$ cat src/rtl/sonic_v1_15_eth_10g_pause_req_ctrl_pkg.sv
`default_nettype none
// ============================================================================
// Module   : sonic_v1_15_eth_10g_pause_req_ctrl_pkg
// Brief    : Shared types and constants for the 10G pause request controller.
// Revision : 1.0
// ============================================================================
package sonic_v1_15_eth_10g_pause_req_ctrl_pkg;

  localparam int QUANTA_W_DEFAULT  = 16;
  localparam int HOLDOFF_W_DEFAULT = 16;

  localparam logic [1:0] PAUSE_CMD_XOFF = 2'b10;
  localparam logic [1:0] PAUSE_CMD_XON  = 2'b01;

  typedef enum logic [1:0] {
    ST_IDLE      = 2'd0,
    ST_XOFF_SEND = 2'd1,
    ST_XOFF_HOLD = 2'd2,
    ST_XON_SEND  = 2'd3
  } pause_state_e;

endpackage
`default_nettype wire

$ cat src/rtl/sonic_v1_15_eth_10g_pause_req_ctrl_holdoff_timer.sv
`default_nettype none
// ============================================================================
// Module   : sonic_v1_15_eth_10g_pause_holdoff_timer
// Brief    : Loadable down-counter; flags the cycle in which it reaches zero.
// Revision : 1.0
// ============================================================================
module sonic_v1_15_eth_10g_pause_holdoff_timer #(
  parameter int HOLDOFF_W = 16
) (
  input  logic                 clk,
  input  logic                 reset_n,
  input  logic                 load,
  input  logic [HOLDOFF_W-1:0] load_value,
  input  logic                 dec,
  output logic                 expire
);

  logic [HOLDOFF_W-1:0] r_count;

  // A zero count is parked: it never decrements and never expires.
  always_ff @(posedge clk or negedge reset_n) begin
    if (!reset_n) begin
      r_count <= '0;
    end else if (load) begin
      r_count <= load_value;
    end else if (dec && (r_count != '0)) begin
      r_count <= r_count - HOLDOFF_W'(1);
    end
  end

  assign expire = dec && (r_count == HOLDOFF_W'(1));

endmodule
`default_nettype wire

$ cat src/rtl/sonic_v1_15_eth_10g_pause_req_ctrl.sv
`default_nettype none
// ============================================================================
// Module   : sonic_v1_15_eth_10g_pause_req_ctrl
// Brief    : Turns XOFF/XON pause commands into pause-frame transmit requests.
// Revision : 1.0
// ============================================================================
module sonic_v1_15_eth_10g_pause_req_ctrl
  import sonic_v1_15_eth_10g_pause_req_ctrl_pkg::*;
#(
  parameter int QUANTA_W  = QUANTA_W_DEFAULT,
  parameter int HOLDOFF_W = HOLDOFF_W_DEFAULT
) (
  input  logic                 clk,
  input  logic                 reset_n,
  input  logic [1:0]           in_data,
  input  logic                 in_valid,
  output logic                 in_ready,
  input  logic                 cfg_enable,
  input  logic [QUANTA_W-1:0]  cfg_quanta,
  input  logic [HOLDOFF_W-1:0] cfg_holdoff,
  output logic                 pause_req_valid,
  output logic [QUANTA_W-1:0]  pause_req_quanta,
  input  logic                 pause_req_ready,
  output logic                 xoff_active
);

  pause_state_e r_state;
  logic         r_pend_xon;
  logic         r_pend_xoff;

  logic w_cmd_xoff;
  logic w_cmd_xon;
  logic w_handshake;
  logic w_pend_xon_next;
  logic w_pend_xoff_next;
  logic w_go_xon;
  logic w_timer_load;
  logic w_timer_dec;
  logic w_timer_expire;

  assign in_ready    = 1'b1;
  assign w_cmd_xoff  = in_valid && (in_data == PAUSE_CMD_XOFF);
  assign w_cmd_xon   = in_valid && (in_data == PAUSE_CMD_XON);
  assign w_handshake = pause_req_valid && pause_req_ready;

  // Commands arriving in the handshake cycle itself still count as pending.
  assign w_pend_xon_next  = r_pend_xon || w_cmd_xon;
  assign w_pend_xoff_next = w_cmd_xoff ? 1'b1 : (w_cmd_xon ? 1'b0 : r_pend_xoff);
  assign w_go_xon         = w_pend_xon_next || !cfg_enable;

  assign w_timer_load = (r_state == ST_XOFF_SEND) && w_handshake && !w_go_xon;
  assign w_timer_dec  = (r_state == ST_XOFF_HOLD);

  sonic_v1_15_eth_10g_pause_holdoff_timer #(
    .HOLDOFF_W (HOLDOFF_W)
  ) u_holdoff_timer (
    .clk        (clk),
    .reset_n    (reset_n),
    .load       (w_timer_load),
    .load_value (cfg_holdoff),
    .dec        (w_timer_dec),
    .expire     (w_timer_expire)
  );

  always_ff @(posedge clk or negedge reset_n) begin
    if (!reset_n) begin
      r_state          <= ST_IDLE;
      r_pend_xon       <= 1'b0;
      r_pend_xoff      <= 1'b0;
      pause_req_valid  <= 1'b0;
      pause_req_quanta <= '0;
      xoff_active      <= 1'b0;
    end else begin
      case (r_state)
        ST_IDLE: begin
          if (w_cmd_xoff && cfg_enable) begin
            r_state          <= ST_XOFF_SEND;
            pause_req_valid  <= 1'b1;
            pause_req_quanta <= cfg_quanta;
            xoff_active      <= 1'b1;
          end
        end

        ST_XOFF_SEND: begin
          if (w_handshake) begin
            r_pend_xon <= 1'b0;
            if (w_go_xon) begin
              r_state          <= ST_XON_SEND;
              pause_req_valid  <= 1'b1;
              pause_req_quanta <= '0;
              xoff_active      <= 1'b0;
            end else begin
              r_state         <= ST_XOFF_HOLD;
              pause_req_valid <= 1'b0;
            end
          end else begin
            r_pend_xon <= w_pend_xon_next;
          end
        end

        // Release wins over a refresh that expires in the same cycle.
        ST_XOFF_HOLD: begin
          if (w_cmd_xon || !cfg_enable) begin
            r_state          <= ST_XON_SEND;
            pause_req_valid  <= 1'b1;
            pause_req_quanta <= '0;
            xoff_active      <= 1'b0;
          end else if (w_timer_expire) begin
            r_state          <= ST_XOFF_SEND;
            pause_req_valid  <= 1'b1;
            pause_req_quanta <= cfg_quanta;
          end
        end

        ST_XON_SEND: begin
          if (w_handshake) begin
            r_pend_xoff <= 1'b0;
            if (w_pend_xoff_next && cfg_enable) begin
              r_state          <= ST_XOFF_SEND;
              pause_req_valid  <= 1'b1;
              pause_req_quanta <= cfg_quanta;
              xoff_active      <= 1'b1;
            end else begin
              r_state          <= ST_IDLE;
              pause_req_valid  <= 1'b0;
              pause_req_quanta <= '0;
            end
          end else begin
            r_pend_xoff <= w_pend_xoff_next;
          end
        end

        default: begin
          r_state          <= ST_IDLE;
          pause_req_valid  <= 1'b0;
          pause_req_quanta <= '0;
          xoff_active      <= 1'b0;
        end
      endcase
    end
  end

endmodule
`default_nettype wire
$ cat config.mk
export PLATFORM = sky130hd
export DESIGN_NAME = sonic_v1_15_eth_10g_pause_req_ctrl
export DESIGN_NICKNAME = d
export VERILOG_FILES = /design/src/rtl/sonic_v1_15_eth_10g_pause_req_ctrl_pkg.sv /design/src/rtl/sonic_v1_15_eth_10g_pause_req_ctrl_holdoff_timer.sv /design/src/rtl/sonic_v1_15_eth_10g_pause_req_ctrl.sv
export SDC_FILE = /design/constraint.sdc
export NUM_CORES = 1
export LEC_CHECK = 0
export ABC_AREA = 1
export ABC_CLOCK_PERIOD_IN_PS = 1800
export BUFFER_PORTS_ARGS = -buffer_cell sky130_fd_sc_hd__buf_2
export CAP_MARGIN = 20
export CORE_ASPECT_RATIO = 0.6
export CORE_MARGIN = 2
export CORE_UTILIZATION = 43
export DETAILED_ROUTE_END_ITERATION = 16
export PLACE_DENSITY = 0.74
export SYNTH_ARGS = -nofsm -noshare
export SYNTH_HDL_FRONTEND = slang
export SYNTH_SLANG_ARGS = --single-unit
$ cat constraint.sdc
create_clock -name clk -period 1.8 [get_ports clk]
set_clock_uncertainty 0.1 [all_clocks]
set_input_delay 0.18 -clock clk [delete_from_list [all_inputs] [get_ports clk]]
set_output_delay 0.18 -clock clk [all_outputs]
set_load 0.005 [all_outputs]
==> out/results.ini, run 1 <==
[yosys]
synth.most_common_cell = nand2_1
ys_seq_elements = 38
synthFlopType = dfrtp_1
synthArstFlopShare_pct = 100.0
synthTopCellsByCount = nand2_1 (97), nand3_1 (51), dfrtp_1 (38), nor2_1 (27), inv_1 (22)
yosysTopAreaCell = dfrtp_1
synth_area_um2 = 2414
syn_nets = 373
synth-edff-count = 0
yosys.area.top_type_share_pct = 39.40
seq_area_frac_synth_pct = 39.40
post_synth.cell_area_avg_um2 = 7.404
yosys-top-cells-area = dfrtp_1 (39%), nand2_1 (15%), nand3_1 (11%), nor2_1 (4.2%), ha_1 (4.1%)
synthCells = 326
yosys_warnings = 0
synthDistinctLibCells = 35

[cts]
clkLatencyLatePin_ns = 0.30
cts_max_path_buffers = 2
clk_pin_slew_worst_paths_ns = 0.08
numCtsBuffers = 5
htree_levels = 2
clock_tree.root_cell = clkbuf_8
cts_sinks = 38
tritoncts = built

[timing]
timing_hold_violations_final = 0
setup_ws_ns = 0.01953
setup_violations = 0
rsz0062_at_grt = yes
fmax_mhz = 561.7
min_period_over_period_pct = 98.91
slew_violations = 0
min_period_ns = 1.780

[layout]
n_antenna_cell = 0
area_growth_pct = 35.98
design_area_um2 = 3282
drive_gt1_share_pct = 35.05
finalNonFillerCells = 477
fin_nets = 454
fin_util_pct = 59.76

[worst_setup_path]
slowest_stage = dfrtp_1
slowest_delay_ns = 0.41
end_kind = flop
required_ns = 1.89
worstSetupPathType = reg2reg
arrival_ns = 1.87
worstSetupStartpointType = flop
path_cells = buf_6, ha_4, or2_4, nand2_4, o21ai_4, nand2_4, buf_6, nand2_4, nand2_1, o21ai_1
critPathMostFrequentCell = nand2_4
cp_top_family = simple AND/OR/NAND/NOR gates
path_buf_inv = 2
worstPathMaxFanout = 8

[routing]
drt_wl_total_um = 6366
drc = 0
ant_nets = 0
vias = 2415
drtPass1Iterations = 4
wl_per_cell_um = 13.35
via_per_inst = 5.063
drt_iter0_drc = 168

[floorplan]
dieHeight_um = 62.03
core_area_um2 = 5492
start_util_pct = 43.95
num_io_pins = 58
die_w_um = 100.7
die_area_um2 = 6248
fp-row-count = 21

[power]
leakage_nw = 1.638
p_total_mw = 5.908
powerDensity_nw_per_um2 = 1800
worst_ir_drop_vdd_mv = 1.003

[placement]
dp_slack_ns = -0.03869
dp_cells = 458
gp_congestion = 0.9317
place_area_um2 = 2858
io_buffers = 56
hpwl_um = 4473

[outcome]
status = completed

[global_routing]
grt-ovfl-total = 0
grt_pass1_wl_um = 10160
grt_pass1_vias = 2163
grt_max_degree = 39
grt_use_total_pct = 21.15
antenna_found_initial = 0

[min_path]
min_path_type = in2reg

[flow_run]
drv_cap = 0

## metal layers
metal / global-route usage [%] / part of all wire, %
met5: 0 / 0
met4: 5.284 / 0.60
met3: 5.257 / 7.3
met2: 31.81 / 43
met1: 30.82 / 49
## path summary, 6_finish.rpt
| path | start | endpoint | slack [ns] | cells past startpoint |
|---|---|---|---|---|
| min in group asynchronous | reset_n | u_holdoff_timer.r_count[2] | 0.35 | 3 |
| max | r_state[1] | pause_req_quanta[0] | 0.02 | 10 |
| max in group asynchronous | reset_n | r_state[0] | 0.88 | 3 |
| max reg2reg | r_state[1] | pause_req_quanta[0] | 0.02 | 10 |
| min | cfg_holdoff[11] | u_holdoff_timer.r_count[11] | 0.02 | 3 |
| min reg2reg | pause_req_quanta[0] | pause_req_quanta[0] | 0.40 | 2 |
## stage by stage
| stage | setup TNS [ns] | hold slack (ns) |
|---|---|---|
| floorplan | 0 | -0.2156 |
| global placement | 0 | 0.1611 |
| detailed placement | -0.2026 | 0.1672 |
| CTS | 0 | 0.009714 |
| global route | -1.008 | 0.01937 |
| finish | 0 | 0.01724 |
## cells in the final DEF, fill, tap and decap left out, drive strengths merged
cell type and n:
a31oi 1, nand3 53, conb 1, o21bai 1, ha 8, o21ai 32, xor2 2, inv 23
clkinv 1, dfrtp 38, nand3b 3, nand2 105, dlygate4sd3 1, nor2 34, clkinvlp 1, xnor2 2
buf 81, nand4 5, bufinv 2, nor3 1, clkbuf 6, o211ai 1, or2 6
## cell families after synthesis
logic type	Yosys count	synth area share, %
other cells	1	0.1554
flops	38	39.40
xor+xnor	4	1.452
fa+ha+maj	8	4.147
simple gates	205	40.12
compound gates	35	7.673
buf+inv	35	7.049
## power by group
group	switching (mW)	internal [mW]
clock network	0.313	0.591
registers	0.317	1.20
logic	2.04	1.44
## cell type report
cell class | instances | area, um^2
inverter | 25 | 102.6
sequential | 38 | 952.2
fill | 517 | 2210
tap | 69 | 86.33
timing repair buffer | 82 | 521.8
multi-input combinational | 255 | 1476
clock inverter | 2 | 60.06
clock buffer | 6 | 82.58
## sequential cells by signal (all words and copies together) (netlist names)
| register | count |
|---|---|
| pause_req_quanta | 16 |
| u_holdoff_timer.r_count | 16 |
| r_state | 2 |
| pause_req_valid | 1 |
| r_pend_xoff | 1 |
| r_pend_xon | 1 |
| xoff_active | 1 |
## timing repair
item / in CTS / in global routing
endpoints found under the setup margin: 29 / 34
endpoints found under the hold margin: 38 / 0
resized for setup: 10 / 44
buffers inserted: 7 / 2
cloned: 2 / 1
hold buffers: 1 / 0
pin swaps: 3 / 8
## worst min-delay path, delay by kind of cell
| family | cells | cell delay (ns) |
|---|---|---|
| AND/OR/NAND/NOR | 2 | 0.12 |
| buffers and inverters | 1 | 0.08 |
(Power assumes the default switching activity.)
==> run 2: changes to the inputs <==
ABC_AREA = default   (was 1)
CELL_PAD_IN_SITES_DETAIL_PLACEMENT = 1   (was default)
CELL_PAD_IN_SITES_GLOBAL_PLACEMENT = 2   (was default)
CORE_UTILIZATION = 28   (was 43)
PLACE_DENSITY = 0.8   (was 0.74)
==> run 2 against run 1 <==
  * The run now ends with negative setup slack left
  * Die area grew 30%
  * Synthesized cell count fell by 36%
  * Sequential share of layout area shrank 2.0 points
  * Core utilization down 11 points
  * Global-route usage down 2.3 points
  * Register-to-register slack lost 0.42 ns
  * Via count decreased by 11%
  * Critical endpoint is now pause_req_quanta[7]
==> out/results.ini, run 2 <==
[timing]
fmax_mhz = 455.4  ; -19%
slew_violations = 0  ; unchanged
min_period_ns = 2.196  ; +0.4154 ns
rsz0062_at_grt = yes
setup_violations = 36  ; +36
timing_hold_violations_final = 0  ; unchanged
min_period_over_period_pct = 122.0  ; +23 points
finalSetupTns_ns = -11.21  ; -11.21 ns
whs_ns = 0.01164  ; -0.005598 ns
setup_ws_ns = -0.3958  ; -0.4154 ns

[worst_setup_path]
cp.depth = 8  ; -2
worstPathMaxFanout = 16  ; +8
arrival_ns = 2.31  ; +0.44 ns
path_cells = inv_2, ha_1, or4b_4, and4_4, a211o_4, nor3b_4, buf_12, a22o_1
rrSetupSlack_ns = -0.40  ; -0.42 ns
reg2reg_to = pause_req_quanta[7]
slowest_delay_ns = 0.46  ; +0.05 ns
required_ns = 1.92  ; +0.03 ns
worstReg2RegStart = u_holdoff_timer.r_count[1]
rr_worst_depth = 8  ; -2
path_buf_inv = 2  ; unchanged
cp_top_family = simple AND/OR/NAND/NOR gates
slowest_stage = or4b_4
worstSetupStartpointType = flop
worstSetupPathType = reg2reg
end_kind = flop

[power]
seq_power_share_pct = 47.7  ; +22 points
clkPwrFrac_pct = 47.3  ; +32 points
switching_power_mw = 0.3949  ; -85%
powerDensity_nw_per_um2 = 508.8  ; -72%
p_sw_share_pct = 22.02  ; -23 points
worst_ir_drop_vdd_mv = 0.2739  ; -73%
comb_power_share_pct = 5.1  ; -54 points
internal-power_mw = 1.398  ; -57%
leakage_nw = 1.586  ; -3.2%

[cts]
cts_sinks = 38  ; unchanged
clk_pin_slew_worst_paths_ns = 0.06  ; -0.02 ns
clock_tree.root_cell = clkbuf_16
htree_levels = 2  ; unchanged
tritoncts = built
cts_max_path_buffers = 2  ; unchanged
clkLatencyLatePin_ns = 0.28  ; -0.02 ns
numCtsBuffers = 5  ; unchanged

[floorplan]
fp-row-count = 24  ; +14%
num_io_pins = 58  ; unchanged
die_w_um = 115.2  ; +14%
dieHeight_um = 70.70  ; +14%
core_area_um2 = 7207  ; +31%
die_area_um2 = 8141  ; +30%
start_util_pct = 28.80  ; -15 points

[layout]
reg_top3 = pause_req_quanta x16, u_holdoff_timer.r_count x16, r_state x2
fin_nets = 383  ; -16%
nFillCells = 830  ; +61%
finalNonFillerCells = 427  ; -10%
multi_input_area_um2 = 1365  ; -7.5%
final_cell_mix = buf_2 (56), buf_4 (54), dfrtp_1 (37)
area_growth_pct = 69.74
design_area_um2 = 3523  ; +7.4%
layout_commonest_cell = buf_2
drive_gt1_share_pct = 54.76  ; +20 points
regArea_um2 = 952.2  ; unchanged
n_antenna_cell = 0  ; unchanged

[routing]
drtPass1Iterations = 4  ; unchanged
wl_per_cell_um = 18.63  ; +40%
vias = 2140  ; -11%
via_per_inst = 5.012  ; -1.0%
drt_iter0_drc = 109  ; -35%
drt_wl_total_um = 7957  ; +25%
drc = 0  ; unchanged
ant_nets = 0  ; unchanged

[yosys]
syn_nets = 257  ; -31%
yosysTopAreaCell = dfrtp_1
synth_top_family_by_area = compound AO/OA/AOI/OAI gates
synthArstFlopShare_pct = 100.0  ; unchanged
post_synth.cell_area_avg_um2 = 9.884  ; +34%
yosys_warnings = 0  ; unchanged
synth_fa_ha_area_share_pct = 4.822  ; +0.67 points
synth_area_um2 = 2076  ; -14%
synthXorXnorAreaFrac_pct = 5.485  ; +4.0 points
seq_area_frac_synth_pct = 45.81  ; +6.4 points
synthCells = 210  ; -36%
yosys.area.top_type_share_pct = 45.81  ; +6.4 points
synth_compound_area_share_pct = 20.07  ; +12 points
synthSimpleGateAreaFrac_pct = 19.35  ; -21 points
synthTopCellsByCount = dfrtp_1 (38), nor2_1 (24), a22o_1 (16), a21oi_1 (14), nand2_1 (11)
synth-edff-count = 0  ; unchanged
yosys-top-cells-area = dfrtp_1 (46%), a22o_1 (6.8%), ha_1 (4.8%), nor2_1 (4.3%), a21oi_1 (3.4%)
synth.area.mux_share_pct = 0.4822  ; +0.48 points
synthFlopType = dfrtp_1
synthDistinctLibCells = 50  ; +43%
synth.most_common_cell = dfrtp_1
ys_seq_elements = 38  ; unchanged

[placement]
place_area_um2 = 2894  ; +1.3%
hpwl_um = 4942  ; +10%
gp_congestion = 0.7997  ; -14%
dp_cells = 400  ; -13%
io_buffers = 56  ; unchanged
dp_slack_ns = -0.4918  ; -0.4531 ns

[min_path]
hp-start = cfg_quanta[8]
hold-path-cell-count = 2  ; -1
min_path_type = in2reg
min_to = pause_req_quanta[8]

[outcome]
violations = negative setup slack
status = complete, but fails checks

[global_routing]
grt_use_total_pct = 18.87  ; -2.3 points
antenna_found_initial = 0  ; unchanged
grt_pass1_vias = 2214  ; +2.4%
grt_pass1_wl_um = 11860  ; +17%
grt_max_degree = 23  ; -41%
grt-ovfl-total = 0  ; unchanged

[flow_run]
drv_cap = 0  ; unchanged

-- run 2: layout make-up --
type,count,share of cell area (%)
multi-input combinational,154,38.74
sequential,38,27.02
timing repair buffer,129,26.24
clock inverter,2,0.2841
clock buffer,5,3.551
tap,91,3.232
inverter,8,0.9233
-- run 2: timing repair --
action | 4_1_cts | 5_1_grt
setup endpoints to repair | 36 | 36
endpoints found under the hold margin | 16 | 0
gates resized for setup | 48 | 24
pin swaps | 34 | 22
buffers inserted | 11 | 9
hold buffers | 1 | 0
-- run 2: power by group through the flow --
stage / clock network, mW / logic, mW / registers [mW]
2_1_floorplan: 0 / 0.0119 / 0.870
6_report: 0.848 / 0.0906 / 0.854
5_1_grt: 0.928 / 0.101 / 0.853
3_5_place_dp: 0 / 0.0868 / 0.870
4_1_cts: 0.873 / 0.0908 / 0.854
3_3_place_gp: 0 / 0.0854 / 0.870
-- run 2: metal layers --
| metal | track usage [%] | share of wire, % | up-vias |
|---|---|---|---|
| met5 | 0 | 0 | - |
| met4 | 4.016 | 2.2 | 0 |
| met2 | 29.61 | 45 | 78 |
| met3 | 3.428 | 6.4 | 14 |
| met1 | 27.33 | 46 | 1036 |
| li1 | - | - | 1012 |
-- run 2: cells by family (layout without fill, tap and decap cells) --
kind of cell,Yosys count,count (layout)
other,1,1
muxes,1,1
adders and majority gates,8,8
xor gates and xnor gates,13,13
buffers and inverters,18,144
AOI/OAI and AO/OA,58,58
DFF,38,38
and+or+nand+nor,73,73
-- run 2: worst max path at each step --
stage	startpoint	to	slack, ns
floorplan	u_holdoff_timer.r_count[1]	pause_req_quanta[0]	-0.41
global placement	r_state[1]	xoff_active	-0.48
detailed placement	r_state[1]	xoff_active	-0.49
CTS	u_holdoff_timer.r_count[1]	pause_req_quanta[7]	-0.38
global route	u_holdoff_timer.r_count[3]	pause_req_quanta[15]	-0.51
finish	u_holdoff_timer.r_count[1]	pause_req_quanta[7]	-0.40
-- run 2: metrics by stage --
| stage | total power [mW] | utilization [%] |
|---|---|---|
| global placement | 0.9553 | 40.16 |
| detailed placement | 0.9568 | 40.16 |
| finish | 1.793 | 48.89 |
| global route | 1.882 | 48.89 |
| CTS | 1.818 | 46.42 |
| floorplan | 0.8821 | - |
